**src/rtl/l2_arbiter_nch_ctrl_if.sv**
```systemverilog
// Bundle between the L2 arbiter controller, its requestors and the shared L2 port.
// master: the arbiter side; slave: the requestor/L2 side.
interface l2_arbiter_nch_ctrl_if #(
  parameter int unsigned NUM_REQ = 2,
  parameter int unsigned ADDR_W  = 32
);
  localparam int unsigned SelW = $clog2(NUM_REQ + 1);

  logic [NUM_REQ-1:0]        req;
  logic [NUM_REQ*ADDR_W-1:0] req_addr;
  logic                      l2_resp;
  logic                      grant_valid;
  logic [SelW-1:0]           grant_sel;
  logic                      pf_read;
  logic [ADDR_W-1:0]         pf_addr;

  modport master (
    input  req,
    input  req_addr,
    input  l2_resp,
    output grant_valid,
    output grant_sel,
    output pf_read,
    output pf_addr
  );

  modport slave (
    output req,
    output req_addr,
    output l2_resp,
    input  grant_valid,
    input  grant_sel,
    input  pf_read,
    input  pf_addr
  );
endinterface

```
**src/rtl/l2_arbiter_nch_ctrl.sv**
```systemverilog
// Fixed-priority N-channel L2 port arbiter with anti-starvation override.
// Define L2_ARB_PREFETCH_EN to add the next-line prefetcher that fills idle L2 cycles.
module l2_arbiter_nch_ctrl #(
  parameter int unsigned NUM_REQ      = 2,
  parameter int unsigned ADDR_W       = 32,
  parameter int unsigned LINE_BYTES   = 32,
  parameter int unsigned PF_SRC       = 1,
  parameter int unsigned PF_DEPTH     = 2,
  parameter int unsigned STARVE_LIMIT = 4
) (
  input  logic                  clk,
  input  logic                  rst,
  l2_arbiter_nch_ctrl_if.master bus
);
  localparam int unsigned SelW = $clog2(NUM_REQ + 1);
  localparam int unsigned CntW = $clog2(STARVE_LIMIT + 1);
  localparam logic [CntW-1:0] Limit = CntW'(STARVE_LIMIT);

  typedef enum logic [1:0] {StIdle, StServe, StPf} state_e;

  state_e          state_q, state_d;
  logic [SelW-1:0] owner_q, owner_d;
  logic [CntW-1:0] cnt_q [NUM_REQ];
  logic [CntW-1:0] cnt_d [NUM_REQ];
  logic            grant;
  logic [SelW-1:0] win;
  logic            any_starved;
  logic [SelW-1:0] starved_idx;
  logic [SelW-1:0] req_idx;
  logic            pf_pending;
  logic            unused_addr;

  assign unused_addr = ^bus.req_addr;

  // Reverse scan so the lowest index is the one left standing.
  always_comb begin
    any_starved = 1'b0;
    starved_idx = '0;
    req_idx     = '0;
    for (int i = NUM_REQ - 1; i >= 0; i--) begin
      if (cnt_q[i] == Limit) begin
        any_starved = 1'b1;
        starved_idx = SelW'(i);
      end
      if (bus.req[i]) begin
        req_idx = SelW'(i);
      end
    end
    win = any_starved ? starved_idx : req_idx;
  end

  assign grant = (state_q == StIdle) && !bus.l2_resp && (|bus.req);

  always_comb begin
    for (int i = 0; i < NUM_REQ; i++) begin
      cnt_d[i] = cnt_q[i];
      if (!bus.req[i]) begin
        cnt_d[i] = '0;
      end else if (grant && (win == SelW'(i))) begin
        cnt_d[i] = '0;
      end else if (!((state_q == StServe) && (owner_q == SelW'(i))) && (cnt_q[i] != Limit)) begin
        cnt_d[i] = cnt_q[i] + CntW'(1);
      end
    end
  end

  always_comb begin
    state_d = state_q;
    owner_d = owner_q;
    case (state_q)
      StIdle: begin
        if (grant) begin
          state_d = StServe;
          owner_d = win;
        end else if (!bus.l2_resp && pf_pending) begin
          state_d = StPf;
        end
      end
      StServe: if (bus.l2_resp) state_d = StIdle;
      StPf:    if (bus.l2_resp) state_d = StIdle;
      default: state_d = StIdle;
    endcase
  end

  always_ff @(posedge clk or posedge rst) begin
    if (rst) begin
      state_q <= StIdle;
      owner_q <= '0;
      for (int i = 0; i < NUM_REQ; i++) cnt_q[i] <= '0;
    end else begin
      state_q <= state_d;
      owner_q <= owner_d;
      for (int i = 0; i < NUM_REQ; i++) cnt_q[i] <= cnt_d[i];
    end
  end

  assign bus.grant_valid = (state_q == StServe);

`ifdef L2_ARB_PREFETCH_EN
  localparam int unsigned RemW = $clog2(PF_DEPTH + 1);
  localparam logic [ADDR_W-1:0] LineStep = ADDR_W'(LINE_BYTES);
  localparam logic [ADDR_W-1:0] LineMask = ~(LineStep - ADDR_W'(1));

  logic [ADDR_W-1:0] pf_base_q, pf_base_d;
  logic [RemW-1:0]   pf_rem_q, pf_rem_d;

  assign pf_pending = (pf_rem_q != '0);

  // A fresh seed overrides whatever series was still outstanding.
  always_comb begin
    pf_base_d = pf_base_q;
    pf_rem_d  = pf_rem_q;
    if ((state_q == StServe) && bus.l2_resp && (owner_q == SelW'(PF_SRC))) begin
      pf_base_d = (bus.req_addr[PF_SRC*ADDR_W +: ADDR_W] & LineMask) + LineStep;
      pf_rem_d  = RemW'(PF_DEPTH);
    end else if ((state_q == StPf) && bus.l2_resp) begin
      pf_base_d = pf_base_q + LineStep;
      pf_rem_d  = pf_rem_q - RemW'(1);
    end
  end

  always_ff @(posedge clk or posedge rst) begin
    if (rst) begin
      pf_base_q <= '0;
      pf_rem_q  <= '0;
    end else begin
      pf_base_q <= pf_base_d;
      pf_rem_q  <= pf_rem_d;
    end
  end

  always_comb begin
    bus.grant_sel = '0;
    if (state_q == StServe) bus.grant_sel = owner_q;
    else if (state_q == StPf) bus.grant_sel = SelW'(NUM_REQ);
  end

  assign bus.pf_read = (state_q == StPf);
  assign bus.pf_addr = (state_q == StPf) ? pf_base_q : '0;
`else
  logic unused_cfg;

  assign unused_cfg    = ^{1'(PF_SRC), 1'(PF_DEPTH), 1'(LINE_BYTES)};
  assign pf_pending    = 1'b0;
  assign bus.grant_sel = (state_q == StServe) ? owner_q : '0;
  assign bus.pf_read   = 1'b0;
  assign bus.pf_addr   = '0;
`endif

endmodule

```
**src/flat_wrapper.sv**
```systemverilog
// flat-port wrapper written by rule: the top's interface ports become plain ports
module l2_arbiter_nch_ctrl_flat 
#(
  parameter int unsigned NUM_REQ      = 2,
  parameter int unsigned ADDR_W       = 32,
  parameter int unsigned LINE_BYTES   = 32,
  parameter int unsigned PF_SRC       = 1,
  parameter int unsigned PF_DEPTH     = 2,
  parameter int unsigned STARVE_LIMIT = 4
)
  (clk, rst, bus_req, bus_req_addr, bus_l2_resp, bus_grant_valid, bus_grant_sel, bus_pf_read, bus_pf_addr);
  l2_arbiter_nch_ctrl_if #(.NUM_REQ(NUM_REQ), .ADDR_W(ADDR_W)) bus_i ();
  input  logic clk;
  input  logic rst;
  input wire logic [$bits(bus_i.req)-1:0] bus_req;
  input wire logic [$bits(bus_i.req_addr)-1:0] bus_req_addr;
  input wire logic [$bits(bus_i.l2_resp)-1:0] bus_l2_resp;
  output wire logic [$bits(bus_i.grant_valid)-1:0] bus_grant_valid;
  output wire logic [$bits(bus_i.grant_sel)-1:0] bus_grant_sel;
  output wire logic [$bits(bus_i.pf_read)-1:0] bus_pf_read;
  output wire logic [$bits(bus_i.pf_addr)-1:0] bus_pf_addr;
  assign bus_i.req = bus_req;
  assign bus_i.req_addr = bus_req_addr;
  assign bus_i.l2_resp = bus_l2_resp;
  assign bus_grant_valid = bus_i.grant_valid;
  assign bus_grant_sel = bus_i.grant_sel;
  assign bus_pf_read = bus_i.pf_read;
  assign bus_pf_addr = bus_i.pf_addr;
  l2_arbiter_nch_ctrl #(.NUM_REQ(NUM_REQ), .ADDR_W(ADDR_W), .LINE_BYTES(LINE_BYTES), .PF_SRC(PF_SRC), .PF_DEPTH(PF_DEPTH), .STARVE_LIMIT(STARVE_LIMIT)) u_core (.clk(clk), .rst(rst), .bus(bus_i));
endmodule
```
**config.mk**
```make
export PLATFORM = sky130hd
export DESIGN_NAME = l2_arbiter_nch_ctrl_flat
export DESIGN_NICKNAME = d
export VERILOG_FILES = /design/src/rtl/l2_arbiter_nch_ctrl_if.sv /design/src/rtl/l2_arbiter_nch_ctrl.sv /design/src/flat_wrapper.sv
export SDC_FILE = /design/constraint.sdc
export NUM_CORES = 1
export LEC_CHECK = 0
export ABC_AREA = 1
export CAP_MARGIN = 20
export CORE_MARGIN = 1.5
export CORE_UTILIZATION = 26
export DETAILED_ROUTE_END_ITERATION = 8
export PLACE_DENSITY = 0.95
export SKIP_LAST_GASP = 1
export SYNTH_ARGS = -nofsm -noshare
export SYNTH_HDL_FRONTEND = slang
export SYNTH_SLANG_ARGS = --single-unit
```
**constraint.sdc**
```tcl
create_clock -name clk -period 1.78 [get_ports clk]
set_input_delay 0.178 -clock clk [delete_from_list [all_inputs] [get_ports clk]]
set_output_delay 0.178 -clock clk [all_outputs]
set_load 0.01 [all_outputs]
```
==> summary.md <==
| Metric | Value |
|---|---|
| Period utilization | 0.8502 |
| Critical path cell sequence | nand2_1 > inv_1 > clkdlybuf4s50_1 |
| Yosys synthesis warning count | 0 |
| Instance count of the mapped netlist | 100 |
| Critical path type | reg2out |
| 1st-iter DRT viols | 13 |
| Vias | 521 |
| Arrival time worst endpoint | between 1000 and 1500 ps |
| Overall power consumption | ~510 uW |
| Netlist Area Pre-Place | 748.2 sq um |
| Die footprint | 3209 sq um |
| Clock input transition at the sequential cells of the worst setup and hold paths | roughly 60 ps |
| Initial core utilization | 0.2737 |
| TritonCTS buffer count | 3 |
| Cell with the largest stage delay on the worst path | sky130_fd_sc_hd__clkdlybuf4s50_1 |
| Number of design rule violations left after detail routing | 0 |
| Average cell area after synthesis | about 7.5 sq um |
| Max-cap violations | 0 |
| Adder-Cell Fraction of Synth Area | 0.06689 |
| Startpoint class of the critical path | flip-flop |
| Global placer's final weighted congestion | 0.8143 |
| RSZ-0062 raised after global routing | false |
| Total of buffers placed on input and output ports | 6 |
| Routed WL | 1098 microns |
| Kind of cell adding the most delay to the critical path | buffers and inverters |
| Initial DRT Pass Iterations | 4 |
| Final Max Slew Viols | 0 |
| Count of final hold-check violations | 0 |
| Number of buffers inserted by hold repair at cts | 0 |
| Detailed-placement wirelength estimate | 903.4 microns |
| GRT overflow | 0 |
| Number of failing setup endpoints in the final timing report | 0 |
| Clock sink total | 8 |
| CTS HTree Levels | 1 |
| Setup fix buffers added after clock tree synthesis | 0 |
| Delay of the slowest critical-path stage | about 540 ps |
| Horizontal die dimension | around 57 microns |
| Result of the run | finished, final reports clean |
| Fraction of layout cells with a size suffix above 1 | 0.05556 |
| Post-DR wirelength/cell | a little under 8 microns |
| N_diodes | 0 |
| Number of global-route vias before repair | roughly 450 |
| Setup clock skew after layout | 4.407 ps |
| Power per cell area | 696.4 nW/um^2 |
| Yosys top cell area share | 0.3411 |
| Number of placed cells counting well taps | 136 |
| Number of distinct library cells after synthesis | 15 |
| Non-filler instance count after layout | ~140 |
| DR vias/cell | about 3.7 |
| Worst-case clock buffer depth | 2 |
| Number of top-level pins | 105 |
| All-Layer GR Usage | 0.07218 |
| Clock tree from TritonCTS | done |
| Final ANT Viol Nets | 0 |
| Min-delay worst type | in2async |
| Flops & latches, synth | 8 |
| Maximum number of pins on one net before global-route repair | 9 |
| Area growth syn-to-layout | -1.338% |
| Multiplexer area fraction after synthesis | 0 |
| Buffers and inverters on the worst path | 2 |
| Leakage power summed over all cells | between 0.4 and 0.5 nW |
| Synth Area in Simple Gates | 0.1839 |
| Number of fillers in the final layout | approximately 310 |
| Area of the core | 2734 sq um |
| Floorplan die height | 56.65 microns |
| Final-layout worst hold slack | 159.3 ps |
| Largest family of logic cells by synthesized area | buffers and inverters |
| Clock latency on the worst-skew pair | 260 ps |
| CP Data Required Time | 1600 ps |
| Nets@finish | 183 |
| Post-DP Area | around 700 sq um |
| Highest clock rate | between 600 and 700 MHz |
| FP Rows | 19 |
| Maximum fanout encountered on the critical timing path | 3 |
| Fraction of synthesized cell area in xor and xnor cells | 0.02341 |
| Number of resized instances in the post-cts repair step | 0 |
| Yosys top cell by area | sky130_fd_sc_hd__buf_4 |
| First-pass GRT wire length | around 1800 microns |
| Post-layout minimum cycle time | 1513 ps |
| Antenna violations before repair | 0 |
| Setup TNS | 0 ps |
| Main area contributors after synthesis | sky130_fd_sc_hd__buf_4 (34%), sky130_fd_sc_hd__dfrtp_1 (27%), sky130_fd_sc_hd__nand2_1 (9.0%) |
| Sequential cell area fraction in the yosys report | 0.2676 |
| Complex-gate fraction of the synthesized area | 0.04682 |
| Crit. End Element | output port |
| Max IR drop VDD | between 400 and 500 uV |
| Post-Layout Inst Area | ~740 sq um |
| Root buffer selected by CTS | sky130_fd_sc_hd__clkbuf_4 |
cell usage after synthesis, drive strengths merged:
master	number
nand3	5
ha	4
xor2	2
inv	13
dfrtp	8
nand4	2
nor2	6
conb	1
o21ai	4
a21oi	3
nand2	18
buf	34
path summary, 6_finish.rpt:
kind	startpoint	end	cells past startpoint	slack [ps]
min in group clk	bus_l2_resp	u_core.state_q[0]$_DFFE_PP0P_	2	470
min reg2reg	u_core.cnt_q[2]$_DFFE_PP0P_	u_core.cnt_q[2]$_DFFE_PP0P_	2	550
max in group asynchronous	rst	u_core.owner_q[0]$_DFFE_PP0P_	2	1380
max reg2reg	u_core.cnt_q[3]$_DFFE_PP0P_	u_core.cnt_q[4]$_DFFE_PP0P_	8	450
min	rst	u_core.cnt_q[0]$_DFFE_PP0P_	2	160
max	u_core.state_q[0]$_DFFE_PP0P_	bus_grant_sel[0]	3	270
final cells by class:
cell class	count	area, sq um	area share
multi-input cells	78	367.9	0.4983
flip-flops and latches	8	200.2	0.2712
repair buffers	6	60.06	0.08136
inverters	13	48.80	0.06610
well taps	31	38.79	0.05254
clock buffers	3	22.52	0.03051
report_power, final:
group | total, mW | switching, mW | internal, mW
combinational | 0.147 | 0.0984 | 0.0482
sequential | 0.223 | 0.0188 | 0.204
clock | 0.144 | 0.0668 | 0.0775
total | 0.514 | 0.184 | 0.330
cell usage in the layout, fill, tap and decap left out, types with 3 or more instances in the layout:
cell type / n
sky130_fd_sc_hd__a21oi_1: 3
sky130_fd_sc_hd__clkbuf_4: 3
sky130_fd_sc_hd__clkdlybuf4s50_1: 6
sky130_fd_sc_hd__conb_1: 34
sky130_fd_sc_hd__dfrtp_1: 8
sky130_fd_sc_hd__ha_1: 4
sky130_fd_sc_hd__inv_1: 13
sky130_fd_sc_hd__nand2_1: 18
sky130_fd_sc_hd__nand3_1: 4
sky130_fd_sc_hd__nor2_1: 4
per-stage QoR:
stage                 util  worst slack [ps]
global route        0.2700             168.3
global placement    0.2618             381.1
CTS                 0.2700             264.1
floorplan                -             607.0
detailed placement  0.2618             359.1
finish              0.2700             266.7
per-layer routing:
layer	global-route usage	part of all wire
met3	0.01382	0.088
met1	0.06941	0.36
met5	0	0
met4	0.06463	0.031
met2	0.1279	0.52
sequential cells by signal (all words and copies together) (netlist names):
name	count
u_core.cnt_q	6
u_core.owner_q	1
u_core.state_q	1
cells by family after synthesis:
family	Yosys count
flops	8
compound gates	7
simple gates	31
fa+ha+maj	4
other cells	1
buf+inv	47
xor+xnor	2
Note: power is estimated with default switching activity, not from simulation.
